--- src/rtl/i2s_tdm_tx.sv ---
// i2s_tdm_tx: parametrised I2S / left-justified / TDM serial audio transmitter.
// Frames enter a small frame FIFO over a valid/ready stream and are serialised
// MSB-first, one slot per channel, on sclk/lrclk/sdout.
//
// Stream handshake: a frame is taken on any clk edge where s_tvalid && s_tready.
// s_tready is a combinational !full and never depends on s_tvalid or on a pop
// in the same cycle.
module i2s_tdm_tx #(
    parameter int DATA_W     = 16,
    parameter int SLOT_W     = 16,
    parameter int CHANNELS   = 2,
    parameter int CLK_DIV    = 2,
    parameter int MODE       = 0,
    parameter int FIFO_DEPTH = 4,
    parameter int UNDER_HOLD = 0
) (
    input  logic                           clk,
    input  logic                           rst,
    input  logic                           en,
    input  logic [CHANNELS*DATA_W-1:0]     s_tdata,
    input  logic                           s_tvalid,
    output logic                           s_tready,
    output logic                           sclk,
    output logic                           lrclk,
    output logic                           sdout,
    output logic [$clog2(FIFO_DEPTH):0]    fifo_level,
    output logic                           underrun,
    output logic [15:0]                    underrun_cnt
);

    localparam int FRAME_W = CHANNELS * DATA_W;
    localparam int TOT_W   = CHANNELS * SLOT_W;
    localparam int BIT_W   = (TOT_W > 1) ? $clog2(TOT_W) : 1;
    localparam int DIV_W   = (CLK_DIV > 1) ? $clog2(CLK_DIV) : 1;
    localparam int AW      = (FIFO_DEPTH > 1) ? $clog2(FIFO_DEPTH) : 1;
    localparam int LVL_W   = $clog2(FIFO_DEPTH) + 1;

    // Lay a frame out in transmit order: slot 0 at the top, each slot holding
    // its channel MSB-first followed by zero padding.
    function automatic logic [TOT_W-1:0] fmt(input logic [FRAME_W-1:0] f);
        logic [TOT_W-1:0] r;
        r = '0;
        for (int k = 0; k < CHANNELS; k++) begin
            r[TOT_W-1-k*SLOT_W -: DATA_W] = f[k*DATA_W +: DATA_W];
        end
        return r;
    endfunction

    logic [FRAME_W-1:0] mem_q [FIFO_DEPTH];
    logic [AW-1:0]      wr_ptr_q, wr_ptr_d, rd_ptr_q, rd_ptr_d;
    logic [LVL_W-1:0]   level_q, level_d;
    logic [FRAME_W-1:0] last_q, last_d;
    logic [TOT_W-1:0]   shift_q, shift_d;
    logic [DIV_W-1:0]   div_cnt_q, div_cnt_d;
    logic [BIT_W-1:0]   bit_cnt_q, bit_cnt_d;
    logic               running_q, running_d;
    logic               sclk_q, sclk_d, lrclk_q, lrclk_d, sdout_q, sdout_d;
    logic               underrun_q, underrun_d;
    logic [15:0]        ucnt_q, ucnt_d;

    logic               full, push, pop, div_wrap, fall, last_bit;
    logic               frame_start, advance;
    logic [FRAME_W-1:0] src;
    logic [TOT_W-1:0]   load_val;

    // Next-state logic for FIFO, divider, bit counter and serial outputs.
    always_comb begin
        full        = (level_q == LVL_W'(FIFO_DEPTH));
        push        = s_tvalid && !full;
        div_wrap    = (div_cnt_q == DIV_W'(CLK_DIV - 1));
        fall        = running_q && div_wrap && sclk_q;
        last_bit    = (bit_cnt_q == BIT_W'(TOT_W - 1));
        frame_start = en && (!running_q || (fall && last_bit));
        advance     = en && fall && !last_bit;
        pop         = frame_start && (level_q != '0);
        src         = pop ? mem_q[rd_ptr_q] : ((UNDER_HOLD != 0) ? last_q : '0);
        load_val    = fmt(src);

        wr_ptr_d   = wr_ptr_q;
        rd_ptr_d   = rd_ptr_q;
        level_d    = level_q;
        last_d     = last_q;
        shift_d    = shift_q;
        div_cnt_d  = div_cnt_q;
        bit_cnt_d  = bit_cnt_q;
        running_d  = running_q;
        sclk_d     = sclk_q;
        lrclk_d    = lrclk_q;
        sdout_d    = sdout_q;
        underrun_d = 1'b0;
        ucnt_d     = ucnt_q;

        if (push) begin
            wr_ptr_d = (wr_ptr_q == AW'(FIFO_DEPTH - 1)) ? '0 : wr_ptr_q + 1'b1;
        end
        if (pop) begin
            rd_ptr_d = (rd_ptr_q == AW'(FIFO_DEPTH - 1)) ? '0 : rd_ptr_q + 1'b1;
            last_d   = mem_q[rd_ptr_q];
        end
        case ({push, pop})
            2'b10:   level_d = level_q + 1'b1;
            2'b01:   level_d = level_q - 1'b1;
            default: level_d = level_q;
        endcase

        if (!en) begin
            // Idle: everything serial goes quiet, partial frame is dropped.
            running_d = 1'b0;
            div_cnt_d = '0;
            bit_cnt_d = '0;
            sclk_d    = 1'b0;
            lrclk_d   = 1'b0;
            sdout_d   = 1'b0;
            shift_d   = '0;
        end else if (frame_start) begin
            running_d = 1'b1;
            div_cnt_d = '0;
            bit_cnt_d = '0;
            sclk_d    = 1'b0;
            lrclk_d   = 1'b0;
            shift_d   = load_val;
            // I2S mode sends the bit held over from the previous sclk period.
            sdout_d   = (MODE != 0) ? load_val[TOT_W-1] : shift_q[TOT_W-1];
            if (!pop) begin
                underrun_d = 1'b1;
                ucnt_d     = (ucnt_q == 16'hFFFF) ? ucnt_q : ucnt_q + 16'd1;
            end
        end else begin
            div_cnt_d = div_wrap ? '0 : div_cnt_q + 1'b1;
            if (div_wrap) begin
                sclk_d = !sclk_q;
            end
            if (advance) begin
                bit_cnt_d = bit_cnt_q + 1'b1;
                shift_d   = shift_q << 1;
                sdout_d   = (MODE != 0) ? shift_q[TOT_W-2] : shift_q[TOT_W-1];
                lrclk_d   = (bit_cnt_d >= BIT_W'(TOT_W / 2));
            end
        end
    end

    // Frame storage; contents need no reset because level/pointers gate reads.
    always_ff @(posedge clk) begin
        if (push) begin
            mem_q[wr_ptr_q] <= s_tdata;
        end
    end

    // State register.
    always_ff @(posedge clk or posedge rst) begin
        if (rst) begin
            wr_ptr_q   <= '0;
            rd_ptr_q   <= '0;
            level_q    <= '0;
            last_q     <= '0;
            shift_q    <= '0;
            div_cnt_q  <= '0;
            bit_cnt_q  <= '0;
            running_q  <= 1'b0;
            sclk_q     <= 1'b0;
            lrclk_q    <= 1'b0;
            sdout_q    <= 1'b0;
            underrun_q <= 1'b0;
            ucnt_q     <= '0;
        end else begin
            wr_ptr_q   <= wr_ptr_d;
            rd_ptr_q   <= rd_ptr_d;
            level_q    <= level_d;
            last_q     <= last_d;
            shift_q    <= shift_d;
            div_cnt_q  <= div_cnt_d;
            bit_cnt_q  <= bit_cnt_d;
            running_q  <= running_d;
            sclk_q     <= sclk_d;
            lrclk_q    <= lrclk_d;
            sdout_q    <= sdout_d;
            underrun_q <= underrun_d;
            ucnt_q     <= ucnt_d;
        end
    end

    assign s_tready     = !full;
    assign sclk         = sclk_q;
    assign lrclk        = lrclk_q;
    assign sdout        = sdout_q;
    assign fifo_level   = level_q;
    assign underrun     = underrun_q;
    assign underrun_cnt = ucnt_q;

endmodule

--- config.mk ---
export PLATFORM = sky130hd
export DESIGN_NAME = i2s_tdm_tx
export DESIGN_NICKNAME = d
export VERILOG_FILES = /design/src/rtl/i2s_tdm_tx.sv
export SDC_FILE = /design/constraint.sdc
export NUM_CORES = 1
export LEC_CHECK = 0
export CORE_MARGIN = 5
export CORE_UTILIZATION = 35
export DETAILED_ROUTE_END_ITERATION = 8
export PLACE_DENSITY = 0.6
export SLEW_MARGIN = 20
export SYNTH_ARGS = -nofsm -noshare
export SYNTH_HDL_FRONTEND = slang
export SYNTH_SLANG_ARGS = --single-unit
--- constraint.sdc ---
create_clock -name clk -period 3.5 [get_ports clk]
set_clock_uncertainty 0.1 [all_clocks]
set_input_delay 0.7 -clock clk [delete_from_list [all_inputs] [get_ports clk]]
set_output_delay 0.7 -clock clk [all_outputs]
set_load 0.03 [all_outputs]
==> qor.yml, run 1 <==
run_status: "complete, no violations"
globalRouteTotalUtil_pct: 12.50
drt_drc_violations_left: 0
clock_path_buffers: 2
multi_input_area_mm2: 0.002090
synth_ff_type: "edfxtp_1"
path_cells: "ha_1, and3_1, ha_1, and3_1, o21ai_0, nor2_1, ha_1, inv_1, fa_1, xor2_1, nor2_1, xor2_1"
synth.distinct_cells: 43
grt_pass1_wl_um: 24070
power_uw: 6463
critPathArrivalTime_ps: 3300
share_of_synthesized_area_occupied_by_flip_flops_and_latches_pct: 71.15
cts_buffer_count: 17
antennaDiodeCount: 0
vias: 4243
post-route-min-period_ps: 3061
drt_iter0_markers: 206
hold_violations: 0
dp_cells: 792
io-pin-count: 60
portBuffers: 59
critical_path_required_ps: 3740
syn-instance-count: 466
gp_routability_congestion: 0.7736
clock_pin_transition_on_the_worst_setup_and_hold_timing_paths_ps: 70
final_max_slew_viol_count: 0
worstSetupEndpoint: "fifo_level[2]"
met2_usage_pct: 20.69
use_met3_pct: 3.417
cts_htree_levels: 4
syn_area_per_cell_um2: 16.50
power.leakage_uw: 0.003391
viasPerCell: 5.149
r2r_start: "bit_cnt_q[0]"
synth_async_sr_flop_share_pct: 33.68
tritoncts_num_sinks: 193
top_usage_layer: "met2"
grt_overflow: 0
setup.worst_path.start_class: "flop"
synth_top_area_cell: "edfxtp_1"
routed_wirelength_um: 14580
synth.ff_latch_count: 193
setup-tns-final_ps: 0
timing.critical_path.from: "bit_cnt_q[0]"
max_slew_margin_vs_limit_pct: 54.27
yosys-top-cells-count: "128 x edfxtp_1, 65 x dfrtp_1, 38 x nand2_1, 32 x mux4_2, 31 x a22oi_1"
cp_max_fo: 9
antenna_left: 0
tritoncts: "yes"
hold-path-cell-count: 2
regToRegSetupSlack_ps: 440
timing.critical_path.mode_cell: "ha_1"
synth.net_count: 512
initial_antenna_violation_count: 0
layout-area-overhead-vs-synth_pct: 19.90
detailed_place_hpwl_um: 8433
filler_cell_count: 1982
cts_setup_buffers: 0
detail_route.wl_per_cell_um: 17.70
yosys_warnings: 0
cellPowerDensity_mw_per_mm2: 701.1
cts.root.buffer_cell: "clkbuf_16"
post_synth_main_area_contributors: "edfxtp_1 50%, dfrtp_1 21%, mux4_2 9.4%"
rsz_0062_raised_after_global_routing: "false"
die_area_mm2: 0.02503
floorplan.rows: 54
final_design_area_no_fill_mm2: 0.009219
most_numerous_cell_in_the_yosys_netlist: "edfxtp_1"
max_cap_viol_count: 0
max_slew.worst_pin.slew_ps: 686.0
die_h_um: 158.2
cts-hold-fix-buffers: 0
slowest_stage: "dfrtp_1"
final_net_count: 577
seqCellArea_mm2: 0.005472
timing.critical_path.to_type: "flop"
power.ir.vdd_worst_uv: 332.2
final_layout_size_suffix_gt1_share_pct: 16.73
rr_worst_depth: 12
fin_crit_sh_pct: 87.46
maximum_number_of_pins_on_one_net_before_global_route_repair: 66
layout.cells.non_filler: 824
clock_latency_late_sink_ps: 420
count_of_flip_flops_with_a_built_in_enable_after_synthesis: 128
kind_of_critical_path: "reg -> reg"
finalSetupViolations: 0
critical_path.reg2reg.endpoint: "fifo_level[2]"
met1_usage_pct: 16.37
floorplan.initialDensity_pct: 35.34
chipWidth_um: 158.2
timing.critical_path.slowest_cell_delay_ps: 420
dpl_cell_area_mm2: 0.008638
synth_largest_type_area_fraction_pct: 49.99
synth_area_mm2: 0.007689
postCtsResizedCells: 0
drt_pass1_iterations: 4
min-delay-path-class: "reg -> reg"
floorplan.core_area_mm2: 0.02176
grt_pass1_vias: 4488
timing.fmax_ghz: 0.3267
[metal layers]
layer	up-vias	share of wire, %
met1	2221	44
met2	76	51
met3	10	4.0
met4	0	0.86
met5	-	0
li1	1936	-
[logic make-up (layout without fill, tap and decap cells)]
logic type      Yosys count  count (layout)  synth area share, %
flops                   193             193                71.15
simple gates             95              95                6.624
compound gates           76              76                6.233
mux                      39              39                10.43
buf+inv                  35             113                1.790
xor+xnor                 18              18                2.050
fa+ha+maj                10              10                1.725
[flip-flops by register name, indices dropped and copies added (netlist names), 2 cells and up]
register and count:
bit_cnt_q 5, fifo_level 3, mem_q 128, rd_ptr_q 2, shift_q 32, underrun_cnt 16
wr_ptr_q 2
[report_power, final]
| group | switching (uW) | internal (uW) | leakage [uW] |
|---|---|---|---|
| registers | 152 | 2890 | 0.00204 |
| clock network | 897 | 970 | 0.000288 |
| logic | 832 | 719 | 0.00107 |
| total | 1880 | 4580 | 0.00339 |
[final cells by class]
class	count	area share (%)
inverters	11	0.4479
repair buffers	70	7.438
multi-input cells	238	22.67
flip-flops and latches	193	59.35
well taps	280	3.800
clock inverters	14	1.534
clock buffers	18	4.764
[layout by cell type (no fill, tap or decap), drive strengths merged, types with 7 or more instances in the layout]
cell	n
edfxtp	128
dfrtp	65
clkdlybuf4s50	59
nand2	38
o21ai	34
mux4	32
a22oi	31
inv	19
clkbuf	18
xor2	14
nor2	12
buf	11
nor3	10
ha	9
nor4	7
[worst min path at each step]
stage | to | slack (ps) | from
3_5_place_dp | shift_q[18] | 370 | shift_q[18]
5_1_grt | shift_q[24] | 420 | shift_q[24]
3_3_place_gp | shift_q[18] | 360 | shift_q[18]
4_1_cts | shift_q[17] | 390 | shift_q[17]
2_1_floorplan | shift_q[11] | 350 | shift_q[11]
6_report | shift_q[24] | 390 | shift_q[24]
[metrics by stage]
stage               utilization, %  hold slack, ps  setup slack [ps]
detailed placement           39.71           371.9             452.3
CTS                          42.37           388.7             428.4
finish                       42.37           387.8             439.0
floorplan                        -           350.2             844.1
global route                 42.37           418.6             200.5
global placement             39.71           363.7             571.9
[worst max-delay path, delay by kind of cell, from the launching register on]
kind	cells	cell delay (ps)
xor gates and xnor gates	2	330
and+or+nand+nor	4	820
DFF	1	420
AOI/OAI and AO/OA	1	100
adders and majority gates	4	1160
buffers and inverters	1	60
Power figures use the tool's default switching activity.
==> run 2: changes to the inputs <==
- ABC_AREA: default -> 1
- CORE_UTILIZATION: 35 -> 37
- PLACE_DENSITY: 0.6 -> 0.62
- SLEW_MARGIN: 20 -> 10
==> run 2 against run 1 <==
  * Register-to-register slack improved by 530 ps
  * Synthesized cell count increased by 98%
  * Power increased by 4.4%
  * Core utilization increased by 1.3 points
  * Sequential share of layout area decreased by 5.5 points
  * Fmax increased by 19%
  * Largest cell class unchanged
  * Design area increased by 10%
  * Critical path depth decreased by 9
  * Via count increased by 37%
  * Worst hold slack got worse by 8.6 ps
  * Final cell count increased by 58%
==> qor.yml, run 2 <==
antennaDiodeCount: 0
cts_setup_buffers: 0
timing.fmax_ghz: 0.3881
io-pin-count: 60
count_of_flip_flops_with_a_built_in_enable_after_synthesis: 128
initial_antenna_violation_count: 0
final_net_count: 1019
final_max_slew_viol_count: 0
setup.worst_path.start_class: "flop"
drt_iter0_markers: 318
gp_routability_congestion: 0.7638
floorplan.rows: 56
most_frequent_standard_cell_in_the_layout_excluding_fill_and_tap_cells: "nand2_1"
clock_path_buffers: 2
layout-area-overhead-vs-synth_pct: 17.24
path_cells: "inv_1, nand3_1, clkdlybuf4s50_1"
synth_top_area_cell: "edfxtp_1"
die_h_um: 163.1
power.ir.vdd_worst_uv: 300.5
number_of_flip_flops_in_the_largest_register: 128
cts-hold-fix-buffers: 0
cp_max_fo: 4
run_status: "complete, no violations"
slowest_stage: "clkdlybuf4s50_1"
finalSetupViolations: 0
largest_register: "mem_q"
chipWidth_um: 163.1
critical_path_required_ps: 2700
grt_pass1_vias: 5660
detailed_place_hpwl_um: 9949
cts_buffer_count: 17
syn_area_per_cell_um2: 9.416
power_uw: 6748
clock_pin_transition_on_the_worst_setup_and_hold_timing_paths_ps: 70
antenna_left: 0
viasPerCell: 4.445
max_slew.worst_pin.slew_ps: 900.4
regToRegSetupSlack_ps: 970
power.leakage_uw: 0.004457
floorplan.initialDensity_pct: 37.28
cts_htree_levels: 4
post-route-min-period_ps: 2577
tritoncts_num_sinks: 193
globalRouteTotalUtil_pct: 13.52
synth.distinct_cells: 34
drt_pass1_iterations: 7
synth.ff_latch_count: 193
grt_pass1_wl_um: 28410
critPathArrivalTime_ps: 1780
rsz_0062_raised_after_global_routing: "false"
yosys_warnings: 0
final_cell_mix: "470 x nand2_1, 128 x edfxtp_1, 64 x dfrtp_1"
postCtsResizedCells: 0
synth_async_sr_flop_share_pct: 33.68
die_area_mm2: 0.02660
setup-tns-final_ps: 0
syn-instance-count: 921
timing.critical_path.slowest_cell_delay_ps: 680
vias: 5801
tritoncts: "yes"
max_slew_margin_vs_limit_pct: 39.97
share_of_synthesized_area_occupied_by_flip_flops_and_latches_pct: 63.08
yosys-top-cells-count: "470 x nand2_1, 128 x edfxtp_1, 65 x dfrtp_1, 59 x inv_1, 41 x nand3_1"
synth_largest_type_area_fraction_pct: 44.32
final_layout_size_suffix_gt1_share_pct: 6.085
post_synth_main_area_contributors: "edfxtp_1 44%, nand2_1 20%, dfrtp_1 19%"
maximum_number_of_pins_on_one_net_before_global_route_repair: 98
grt_overflow: 0
synth.net_count: 967
fin_crit_sh_pct: 73.63
cellPowerDensity_mw_per_mm2: 663.7
synth_ff_type: "edfxtp_1"
portBuffers: 59
most_numerous_cell_in_the_yosys_netlist: "nand2_1"
cts.root.buffer_cell: "clkbuf_16"
clock_latency_late_sink_ps: 430
timing.critical_path.to_type: "output pin"
synth_area_mm2: 0.008672
min-delay-path-class: "reg -> reg"
floorplan.core_area_mm2: 0.02326
drt_drc_violations_left: 0
detail_route.wl_per_cell_um: 12.99
max_cap_viol_count: 0
kind_of_critical_path: "reg -> out"
hold_violations: 0
routed_wirelength_um: 16950
[run 2: changes by cell type after synthesis, sizes merged, moves of 13 or more]
cell | previous run | this run
nand3 | 5 | 43
a22oi | 31 | 0
buf | 5 | 18
mux4 | 32 | 0
nand2 | 38 | 472
or2 | 0 | 32
inv | 11 | 63
o21ai | 34 | 12
nor2 | 12 | 34
[run 2: cell type report]
cell class              count  area, um^2
clock inverters            13       161.4
clock buffers              19       432.9
multi-input cells         629        2788
flip-flops and latches    193        5472
well taps                 319       399.1
inverters                  63       236.5
repair buffers             69       678.2
fillers                  2281       13100
[run 2: final timing paths]
kind                                         end  cells past startpoint     startpoint
worst max-delay path                    s_tready                      3  fifo_level[0]
max in group asynchronous            rd_ptr_q[0]                      3            rst
worst min-delay path                 shift_q[21]                      2    shift_q[21]
worst max register to register     fifo_level[2]                     14   bit_cnt_q[0]
worst min register to register       shift_q[21]                      2    shift_q[21]
min in group asynchronous       underrun_cnt[11]                      3            rst
[run 2: cell families (layout without fill, tap and decap cells)]
logic type	after synthesis	after routing	share of synthesized area (%)
and+or+nand+nor	589	589	28.09
xor gates and xnor gates	10	10	1.010
adders and majority gates	10	10	1.529
DFF	193	193	63.08
AOI/OAI and AO/OA	20	20	1.400
buffers and inverters	99	164	4.891
[run 2: critical path: cells and delay by family, from the launching register on]
family | cells | cell delay (ps)
buffers and inverters | 2 | 790
DFF | 1 | 450
and+or+nand+nor | 1 | 120
[run 2: where the power goes]
part / switching, uW / internal, uW / total [uW]
clock: 829 / 1130 / 1960
sequential: 140 / 2850 / 2990
combinational: 1230 / 579 / 1800
total: 2190 / 4550 / 6750
[run 2: through the flow]
stage | utilization (%) | worst slack (ps) | std cells | hold WS (ps) | cell area (um^2)
finish | 43.71 | 923.1 | 1305 | 379.2 | 10170
global route | 43.71 | 727.9 | 1305 | 399.1 | 10170
CTS | 43.71 | 876.0 | 1305 | 383.2 | 10170
detailed placement | 41.15 | 733.0 | 1273 | 365.0 | 9573
global placement | 41.15 | 735.3 | 1273 | 362.5 | 9573
floorplan | - | 360.7 | 921 | 349.2 | 8672
[run 2: layer usage]
| layer | up-vias | wire length (um) | share of wire, % | GRT usage, % |
|---|---|---|---|---|
| li1 | 3010 | - | - | - |
| met1 | 2702 | 7722 | 46 | 16.99 |
| met2 | 79 | 8476 | 50 | 23.74 |
| met3 | 10 | 608 | 3.6 | 2.700 |
| met4 | 0 | 146 | 0.86 | 3.889 |
| met5 | - | 0 | 0 | 0 |
==> run 3: changes to the inputs <==
- PLACE_DENSITY: 0.62 -> 0.64
- clock period: 3.5 -> 2.3 ns (I/O delays scaled with it)
==> run 3 against run 2 <==
  * Worst setup slack got worse by 840 ps
  * Sequential cell count unchanged
  * Sequential share of layout area down 1.1 points
  * Global-route usage increased by 0.44 points
  * Non-clock buffer count grew 13
  * Die area is the same
  * First-iteration DRC count is 3.1% higher
  * Count of clock-buffer cells in the layout decreased by 2
  * Critical path depth grew 11
  * Largest cell class unchanged
==> qor.yml, run 3 (synthesized netlist as in run 2, its figures left out) <==
drt_pass1_iterations: 5
critical_path_required_ps: 2510
clock_latency_late_sink_ps: 430
drt_drc_violations_left: 0
floorplan.rows: 56
post-route-min-period_ps: 2219
routed_wirelength_um: 17640
filler_cell_count: 2221
power.leakage_uw: 0.004550
maximum_number_of_pins_on_one_net_before_global_route_repair: 62
power.switching_fraction_pct: 34.10
setup.worst_path.start_class: "flop"
chipWidth_um: 163.1
most_frequent_standard_cell_in_the_layout_excluding_fill_and_tap_cells: "nand2_1"
timing.fmax_ghz: 0.4507
grt_overflow: 0
initial_antenna_violation_count: 0
floorplan.initialDensity_pct: 37.28
kind_of_critical_path: "reg -> reg"
die_h_um: 163.1
combPwrFrac_pct: 29.3
gp_routability_congestion: 0.8028
power.ir.vdd_worst_uv: 617.3
vias: 5946
critPathArrivalTime_ps: 2430
cts_buffer_count: 17
globalRouteTotalUtil_pct: 13.96
detail_route.wl_per_cell_um: 13.40
max_slew_margin_vs_limit_pct: 70.76
viasPerCell: 4.515
min-delay-path-class: "in -> async"
p_sw_uw: 3536
rr_worst_depth: 14
clkPwrFrac_pct: 26.8
cts_setup_buffers: 0
detailed_place_hpwl_um: 10680
max_cap_viol_count: 0
number_of_flip_flops_in_the_largest_register: 128
rsz_0062_raised_after_global_routing: "true"
final_net_count: 1032
cp_max_fo: 2
setup_ws_ps: 81.37
final_max_slew_viol_count: 0
io-pin-count: 60
portBuffers: 59
finalSetupViolations: 0
grt_pass1_wl_um: 29270
tritoncts_num_sinks: 193
antennaDiodeCount: 0
timing.critical_path.to_type: "flop"
antenna_left: 0
layout-area-overhead-vs-synth_pct: 19.77
finish.utilization_pct: 44.65
cts_htree_levels: 4
final_cell_mix: "468 x nand2_1, 128 x edfxtp_1, 64 x dfrtp_1"
final_layout_size_suffix_gt1_share_pct: 7.916
power_frac_seq_pct: 43.9
clock_path_buffers: 2
cellPowerDensity_mw_per_mm2: 998.3
timing.critical_path.from: "bit_cnt_q[0]"
largest_register: "mem_q"
r2r_start: "bit_cnt_q[0]"
die_area_mm2: 0.02660
tritoncts: "yes"
clock_pin_transition_on_the_worst_setup_and_hold_timing_paths_ps: 80
run_status: "complete, no violations"
hold_violations: 0
place_worst_setup_slack_ps: -12.40
max_slew.worst_pin.slew_ps: 438.7
cts-hold-fix-buffers: 0
drt_iter0_markers: 328
cts.root.buffer_cell: "clkbuf_16"
grt_pass1_vias: 5793
cell_internal_pwr_uw: 6832
floorplan.core_area_mm2: 0.02326
fin_crit_sh_pct: 96.46
[run 3: power groups by stage]
stage               registers [uW]  logic, uW  clock network, uW
floorplan                     4680       1950                  0
global placement              4600       3060                  0
detailed placement            4630       3110                  0
CTS                           4550       3130               2840
global route                  4610       3470               2980
finish                        4550       3040               2780
[run 3: layout make-up]
| cell class | count | area, um^2 | area share [%] |
|---|---|---|---|
| repair buffers | 82 | 899.6 | 8.662 |
| well taps | 319 | 399.1 | 3.843 |
| clock inverters | 14 | 123.9 | 1.193 |
| multi-input cells | 629 | 2830 | 27.25 |
| inverters | 63 | 236.5 | 2.277 |
| flip-flops and latches | 193 | 5472 | 52.68 |
| clock buffers | 17 | 425.4 | 4.096 |
[run 3: through the flow]
step | std cells | TNS (ps) | total power [uW] | hold WS [ps] | area, um^2
2_1_floorplan | 921 | -9566 | 6633 | 349.2 | 8725
3_3_place_gp | 1286 | -17.48 | 7664 | 361.4 | 9838
3_5_place_dp | 1286 | -12.40 | 7736 | 365.0 | 9838
4_1_cts | 1317 | 0 | 10520 | 160.4 | 10390
5_1_grt | 1317 | -216.7 | 11060 | 199.0 | 10390
6_report | 1317 | 0 | 10370 | 172.5 | 10390
[run 3: worst max-delay path, stage by stage (launching register included)]
cell     delay (ps)
dfrtp_1         360
ha_2            180
nand2_1          70
nor2_1           90
ha_1            140
inv_1            40
nand2_2          80
nand3_4         100
nor2_8          110
ha_4            130
inv_2            40
fa_2            330
a21oi_1         120
o21ai_1          90
xnor2_1         130
[run 3: final timing paths]
path                               endpoint  slack, ps
setup / recovery              fifo_level[2]         80
hold / removal             underrun_cnt[14]        170
setup reg to reg              fifo_level[2]         80
hold reg to reg                 shift_q[13]        380
max in group asynchronous       rd_ptr_q[0]       1310
min in group clk                shift_q[13]        380
[run 3: timing repair]
item,in CTS,in global routing
endpoints found under the setup margin,1,17
pin swaps,0,3
gates resized for setup,1,0
[run 3: per-layer routing]
metal	up-vias	wire [um]	global-route usage, %
li1	3042	-	-
met1	2792	7904	18.03
met2	95	8815	23.91
met3	17	728	3.104
met4	0	194	3.622
met5	-	0	0
